File: config.mk
export PLATFORM = sky130hd
export DESIGN_NAME = multi_timer_flat
export DESIGN_NICKNAME = d
export VERILOG_FILES = /design/src/rtl/multi_timer_if.sv /design/src/rtl/multi_timer.sv /design/src/flat_wrapper.sv
export SDC_FILE = /design/constraint.sdc
export NUM_CORES = 1
export LEC_CHECK = 0
export BUFFER_PORTS_ARGS = -buffer_cell sky130_fd_sc_hd__buf_2
export CELL_PAD_IN_SITES_DETAIL_PLACEMENT = 1
export CELL_PAD_IN_SITES_GLOBAL_PLACEMENT = 2
export CORE_UTILIZATION = 32
export CTS_CLUSTER_SIZE = 14
export DETAILED_ROUTE_END_ITERATION = 10
export MAX_ROUTING_LAYER = met4
export PLACE_DENSITY = 0.69
export SYNTH_ARGS = -nofsm -noshare
export SYNTH_HDL_FRONTEND = slang
export SYNTH_SLANG_ARGS = --single-unit
File: constraint.sdc
create_clock -name clk -period 7.6 [get_ports clk]
set_input_delay 1.52 -clock clk [delete_from_list [all_inputs] [get_ports clk]]
set_output_delay 1.52 -clock clk [all_outputs]
set_load 0.05 [all_outputs]
File: src/rtl/multi_timer_if.sv
// Configuration bus of multi_timer: one write strobe plus the per-channel settings it carries.
// Latency: a write lands in the target channel's shadow registers at the clock edge where we=1.
// Backpressure: none; every write is accepted, and writes to a nonexistent channel are dropped.
//   we       strobe, one write per cycle it is high
//   ch       target channel index
//   period   period P in clk cycles (0 behaves as 1)
//   oneshot  1 = single tick per enable
//   delayed  1 = first tick after P cycles, 0 = immediately
interface multi_timer_if #(
    parameter int CH_W  = 2,
    parameter int CNT_W = 16
);
    logic             we;
    logic [CH_W-1:0]  ch;
    logic [CNT_W-1:0] period;
    logic             oneshot;
    logic             delayed;

    modport master (output we, ch, period, oneshot, delayed);
    modport slave  (input  we, ch, period, oneshot, delayed);
endinterface

File: src/rtl/multi_timer.sv
// N-channel programmable tick generator: per-channel period, periodic/one-shot, immediate/delayed first tick.
// Latency: tick is registered; the first immediate tick is high in the cycle after enable is sampled high.
// Backpressure: none; config writes are always accepted and ticks are pulses that need no acknowledge.
//   clk, reset_n   clock and asynchronous active-low reset
//   enable         per-channel level run request
//   sync_restart   one-cycle pulse that re-phases every enabled channel
//   cfg            configuration bus (slave side)
//   tick           one-cycle tick pulses
//   running        channel is in RUN
//   done           one-shot channel has fired and waits for enable to drop
module multi_timer #(
    parameter int          N_CH          = 4,
    parameter int          CNT_W         = 16,
    parameter int unsigned RESET_PERIOD  = 1,
    parameter bit          RESET_DELAYED = 1'b0
) (
    input  logic              clk,
    input  logic              reset_n,
    input  logic [N_CH-1:0]   enable,
    input  logic              sync_restart,
    multi_timer_if.slave      cfg,
    output logic [N_CH-1:0]   tick,
    output logic [N_CH-1:0]   running,
    output logic [N_CH-1:0]   done
);

    localparam logic [CNT_W-1:0] RST_P = CNT_W'(RESET_PERIOD);

    typedef enum logic [1:0] {IDLE, RUN, DONE} state_t;

    state_t           state      [N_CH];
    logic [CNT_W-1:0] cnt        [N_CH];
    logic [CNT_W-1:0] act_period [N_CH];
    logic [CNT_W-1:0] sh_period  [N_CH];
    logic [N_CH-1:0]  sh_oneshot;
    logic [N_CH-1:0]  sh_delayed;
    logic [N_CH-1:0]  oneshot_q;

    // Values a channel starts with: a same-edge config write overrides the shadow copy.
    logic [N_CH-1:0]  hit;
    logic [CNT_W-1:0] start_period [N_CH];
    logic [N_CH-1:0]  start_oneshot;
    logic [N_CH-1:0]  start_delayed;

    // A programmed period of 0 runs as period 1.
    function automatic logic [CNT_W-1:0] eff_pe(input logic [CNT_W-1:0] p);
        return (p == '0) ? CNT_W'(1) : p;
    endfunction

    always_comb begin
        for (int i = 0; i < N_CH; i++) begin
            hit[i]           = cfg.we && (int'(cfg.ch) == i);
            start_period[i]  = hit[i] ? cfg.period  : sh_period[i];
            start_oneshot[i] = hit[i] ? cfg.oneshot : sh_oneshot[i];
            start_delayed[i] = hit[i] ? cfg.delayed : sh_delayed[i];
        end
    end

    always_ff @(posedge clk or negedge reset_n) begin
        if (!reset_n) begin
            tick       <= '0;
            running    <= '0;
            done       <= '0;
            sh_oneshot <= '0;
            sh_delayed <= {N_CH{RESET_DELAYED}};
            oneshot_q  <= '0;
            for (int i = 0; i < N_CH; i++) begin
                state[i]      <= IDLE;
                cnt[i]        <= '0;
                act_period[i] <= RST_P;
                sh_period[i]  <= RST_P;
            end
        end else begin
            for (int i = 0; i < N_CH; i++) begin
                if (hit[i]) begin
                    sh_period[i]  <= cfg.period;
                    sh_oneshot[i] <= cfg.oneshot;
                    sh_delayed[i] <= cfg.delayed;
                end

                if (!enable[i]) begin
                    // Dropping enable wins over everything, including a due tick or a restart.
                    state[i]      <= IDLE;
                    cnt[i]        <= '0;
                    act_period[i] <= sh_period[i];
                    tick[i]       <= 1'b0;
                    running[i]    <= 1'b0;
                    done[i]       <= 1'b0;
                end else if (state[i] == IDLE || sync_restart) begin
                    // Start edge: latch mode and period, the counter is at phase 1 after this edge.
                    state[i]      <= RUN;
                    act_period[i] <= start_period[i];
                    oneshot_q[i]  <= start_oneshot[i];
                    cnt[i]        <= (eff_pe(start_period[i]) == CNT_W'(1)) ? '0 : CNT_W'(1);
                    tick[i]       <= !start_delayed[i];
                    running[i]    <= 1'b1;
                    done[i]       <= 1'b0;
                end else if (state[i] == RUN) begin
                    if (oneshot_q[i] && tick[i]) begin
                        // The single tick is on the output this cycle; park until enable drops.
                        state[i]   <= DONE;
                        cnt[i]     <= '0;
                        tick[i]    <= 1'b0;
                        running[i] <= 1'b0;
                        done[i]    <= 1'b1;
                    end else begin
                        // cnt==0 marks the start of a new period.
                        tick[i] <= (cnt[i] == '0);
                        if (cnt[i] == eff_pe(act_period[i]) - CNT_W'(1)) begin
                            // Wrap: the only point where a new period takes effect mid-run.
                            cnt[i]        <= '0;
                            act_period[i] <= sh_period[i];
                        end else begin
                            cnt[i] <= cnt[i] + CNT_W'(1);
                        end
                    end
                end else begin
                    tick[i]    <= 1'b0;
                    running[i] <= 1'b0;
                    done[i]    <= 1'b1;
                end
            end
        end
    end

endmodule

File: src/flat_wrapper.sv
// flat-port wrapper written by rule: the top's interface ports become plain ports
module multi_timer_flat 
#(
    parameter int          N_CH          = 4,
    parameter int          CNT_W         = 16,
    parameter int unsigned RESET_PERIOD  = 1,
    parameter bit          RESET_DELAYED = 1'b0
)
  (clk, reset_n, enable, sync_restart, tick, running, done, cfg_we, cfg_ch, cfg_period, cfg_oneshot, cfg_delayed);
  multi_timer_if #(.CH_W(2), .CNT_W(CNT_W)) cfg_i ();
  input  logic clk;
  input  logic reset_n;
  input  logic [N_CH-1:0] enable;
  input  logic sync_restart;
  output logic [N_CH-1:0] tick;
  output logic [N_CH-1:0] running;
  output logic [N_CH-1:0] done;
  input wire logic [$bits(cfg_i.we)-1:0] cfg_we;
  input wire logic [$bits(cfg_i.ch)-1:0] cfg_ch;
  input wire logic [$bits(cfg_i.period)-1:0] cfg_period;
  input wire logic [$bits(cfg_i.oneshot)-1:0] cfg_oneshot;
  input wire logic [$bits(cfg_i.delayed)-1:0] cfg_delayed;
  assign cfg_i.we = cfg_we;
  assign cfg_i.ch = cfg_ch;
  assign cfg_i.period = cfg_period;
  assign cfg_i.oneshot = cfg_oneshot;
  assign cfg_i.delayed = cfg_delayed;
  multi_timer #(.N_CH(N_CH), .CNT_W(CNT_W), .RESET_PERIOD(RESET_PERIOD), .RESET_DELAYED(RESET_DELAYED)) u_core (.clk(clk), .reset_n(reset_n), .enable(enable), .sync_restart(sync_restart), .cfg(cfg_i), .tick(tick), .running(running), .done(done));
endmodule
==> results.md <==
- Initial core utilization: 32.67%
- Worst setup path category: reg2reg
- Die Y: 206.9 microns
- CTS root buf: clkbuf_16
- Final hold vios: 0
- Pwr Density: 245.7 mW/mm^2
- Pleak: 6.417 nW
- N_diodes: 0
- Mux cell area share after synthesis: 12.94%
- Htree depth: 1
- Io pins: 40
- Ys async rst share: 100.0%
- Drt wl/cell: 19.11 microns
- Crit-path most repeated cell: or3_1
- Max cap viols: 0
- Mean cell area of the mapped netlist: 9.149 sq um
- Final period util: 70.26%
- Largest family of logic cells by synthesized area: simple AND/OR/NAND/NOR gates
- CTS resizes: 0
- Min Clock Period, post-route: 5.340 ns
- Placement Rows: 74
- Crit path DAT: 5.79 ns
- Setup TNS: 0 ns
- Peak supply drop: 193.6 uV
- Synth unique cells: 80
- Cell area after synthesis: 0.01343 sq mm
- Final hold slack: 0.4757 ns
- RSZ-0062 raised after global routing: false
- FILL cells: 4761
- WP buf/inv: 0
- Largest stage delay, worst path: 0.81 ns
- Worst Hold Class: reg2reg
- Cell family contributing the most delay on the critical path: simple AND/OR/NAND/NOR gates
- Critical-path cell list: nor4_1, nand2_1, nor3_1, nor2_1, ha_1, xnor2_1, or3_1, or3_1, or4b_1, or4_4, o31ai_4, mux2_2
- Post-Synthesis Cells: 1468
- Count of flip-flops with a built-in enable after synthesis: 0
- Ys Warns: 0
- Top cells by area, synth: dfrtp_1, mux2i_1, mux2_2
- Final setup violating endpoints: 0
- Syn nets: 1508
- IO buf count: 39
- Worst-Skew Late Latency: 0.57 ns
- First-pass iteration count of the detailed router: 6
- Die area: 0.04279 sq mm
- DRC violations left: 0
- Synth cell count leaders: dfrtp_1, nand2_1, inv_1, mux2i_1, o21ai_0
- Crit path required time: 8.05 ns
- Relative slew slack: 32.81%
- Die width: 206.9 microns
- Worst Setup End Kind: flop
- Post-DR vias/cell: 5.441
- Register area: 0.005615 sq mm
- Top_reg_cell synth: dfrtp_1
- CTS Buffer Depth: 3
- Initial drt markers: 503
- Footprint of the multi-input gates: 0.007104 sq mm
- Total grt overflow: 0
- Initial antenna violation count: 1
- Synth-to-layout area growth: 11.60%
- NumNets Final: 1494
- Yosys top cell by area: dfrtp_1
- Seq/Total Area, Yosys: 41.81%
- CP Launch Type: flop
- Share of cells above drive strength 1: 13.56%
- CP max-delay cell: o31ai_4
- Routed wire length: 38360 microns
- Post-synthesis compound-gate area fraction: 11.87%
- Hold bufs inserted after CTS: 0
- Routed via count: 10920
- Post-Synth Adder-Cell Area: 1.118%
- Worst Skew: 0.02075 ns
- Synth Area in XOR/XNOR: 4.826%
- Clock sink count: 224
- Share of the synthesized area in the top cell type: 40.25%
- Yosys reg bits: 224
- CTS tree: yes
- Simple-gate share of the synthesized area: 21.95%
- Reg clk slew, reported paths: 0.06 ns
- Worst-Margin Slew: 1.005 ns
- ANT nets after route: 0
- Largest net degree at the start of global routing: 134
- Post-CTS Setup Bufs: 0
- CP Max Fanout: 16
- Clock buffer count from CTS: 28
- Final Max Slew Viols: 0
- Peak Freq: 187.3 MHz
- First-pass GRT wire length: 63180 microns
- Post-DP HPWL: 27380 microns
- Vias in the first global route: 11240
- GRT Total Usage: 19.14%
- Status: finished clean
- RD Place Congestion: 0.8409
- Most common cell in the netlist: dfrtp_1
- Core Region: 0.04111 sq mm
==> where the power goes <==
part / total (mW) / internal (mW) / switching [mW] / leakage (nW)
clock network: 1.33 / 0.806 / 0.529 / 0.455
logic: 0.784 / 0.337 / 0.447 / 3.15
registers: 1.56 / 1.37 / 0.197 / 2.81
total: 3.68 / 2.51 / 1.17 / 6.42
==> routing by layer <==
metal | up-vias | GRT usage [%] | part of all wire (%)
met2 | 128 | 29.83 | 46
li1 | 5239 | - | -
met3 | 50 | 2.292 | 3.2
met5 | - | - | 0
met1 | 5503 | 26.53 | 49
met4 | 0 | 4.223 | 1.9
==> cells in the final DEF, fill, tap and decap left out, drive strengths merged, types with 12 or more instances in the layout <==
master,instances
xnor2,48
buf,53
o311ai,18
clkbuf,46
a21oi,34
or4,17
and3,22
nor4b,14
nor3b,15
xor2,26
nor2,68
nand3,78
ha,12
nor3,21
nand2,159
o21ai,96
mux2,69
nand4,38
inv,96
or2,15
dfrtp,216
or3,17
nor4,41
mux2i,96
a31oi,21
==> through the flow <==
step | power (mW) | utilization [%] | worst slack [ns] | std cells | cell area, sq um
2_1_floorplan | 2.111 | - | 2.998 | 1468 | 13430
3_3_place_gp | 2.352 | 34.22 | 2.365 | 1956 | 14070
3_5_place_dp | 2.376 | 34.22 | 2.269 | 1956 | 14070
4_1_cts | 3.746 | 36.46 | 2.238 | 2007 | 14990
5_1_grt | 3.903 | 36.46 | 1.904 | 2007 | 14990
6_report | 3.682 | 36.46 | 2.260 | 2007 | 14990
==> worst paths after layout <==
check | end | cells past startpoint | startpoint | slack, ns
setup / recovery | u_core.act_period[55] | 12 | u_core.act_period[51] | 2.26
hold / removal | u_core.done[1] | 1 | u_core.done[1] | 0.48
setup reg to reg | u_core.act_period[55] | 12 | u_core.act_period[51] | 2.26
hold reg to reg | u_core.done[1] | 1 | u_core.done[1] | 0.48
max in group asynchronous | u_core.act_period[11] | 2 | reset_n | 5.43
min in group asynchronous | u_core.cnt[23] | 1 | reset_n | 0.94
==> layout make-up <==
type | count | area share [%]
Inverter | 96 | 2.404
Clock buffer | 46 | 5.802
Sequential cell | 224 | 37.47
Timing Repair Buffer | 53 | 2.154
Tap cell | 532 | 4.441
Multi-Input combinational cell | 1051 | 47.40
Clock inverter | 5 | 0.3339
==> sequential cells by signal, indices dropped and copies added (netlist names) <==
signal / cells
u_core.done: 4
u_core.running: 4
u_core.sh_delayed: 4
u_core.cnt: 64
u_core.tick: 4
u_core.oneshot_q: 4
u_core.act_period: 64
u_core.sh_period: 64
u_core.state: 8
u_core.sh_oneshot: 4
==> logic make-up after synthesis <==
kind of cell | after synthesis
buffers and inverters | 193
muxes | 165
AOI/OAI and AO/OA | 246
xor gates and xnor gates | 74
and+or+nand+nor | 554
DFF | 224
adders and majority gates | 12
(Power assumes the default switching activity.)
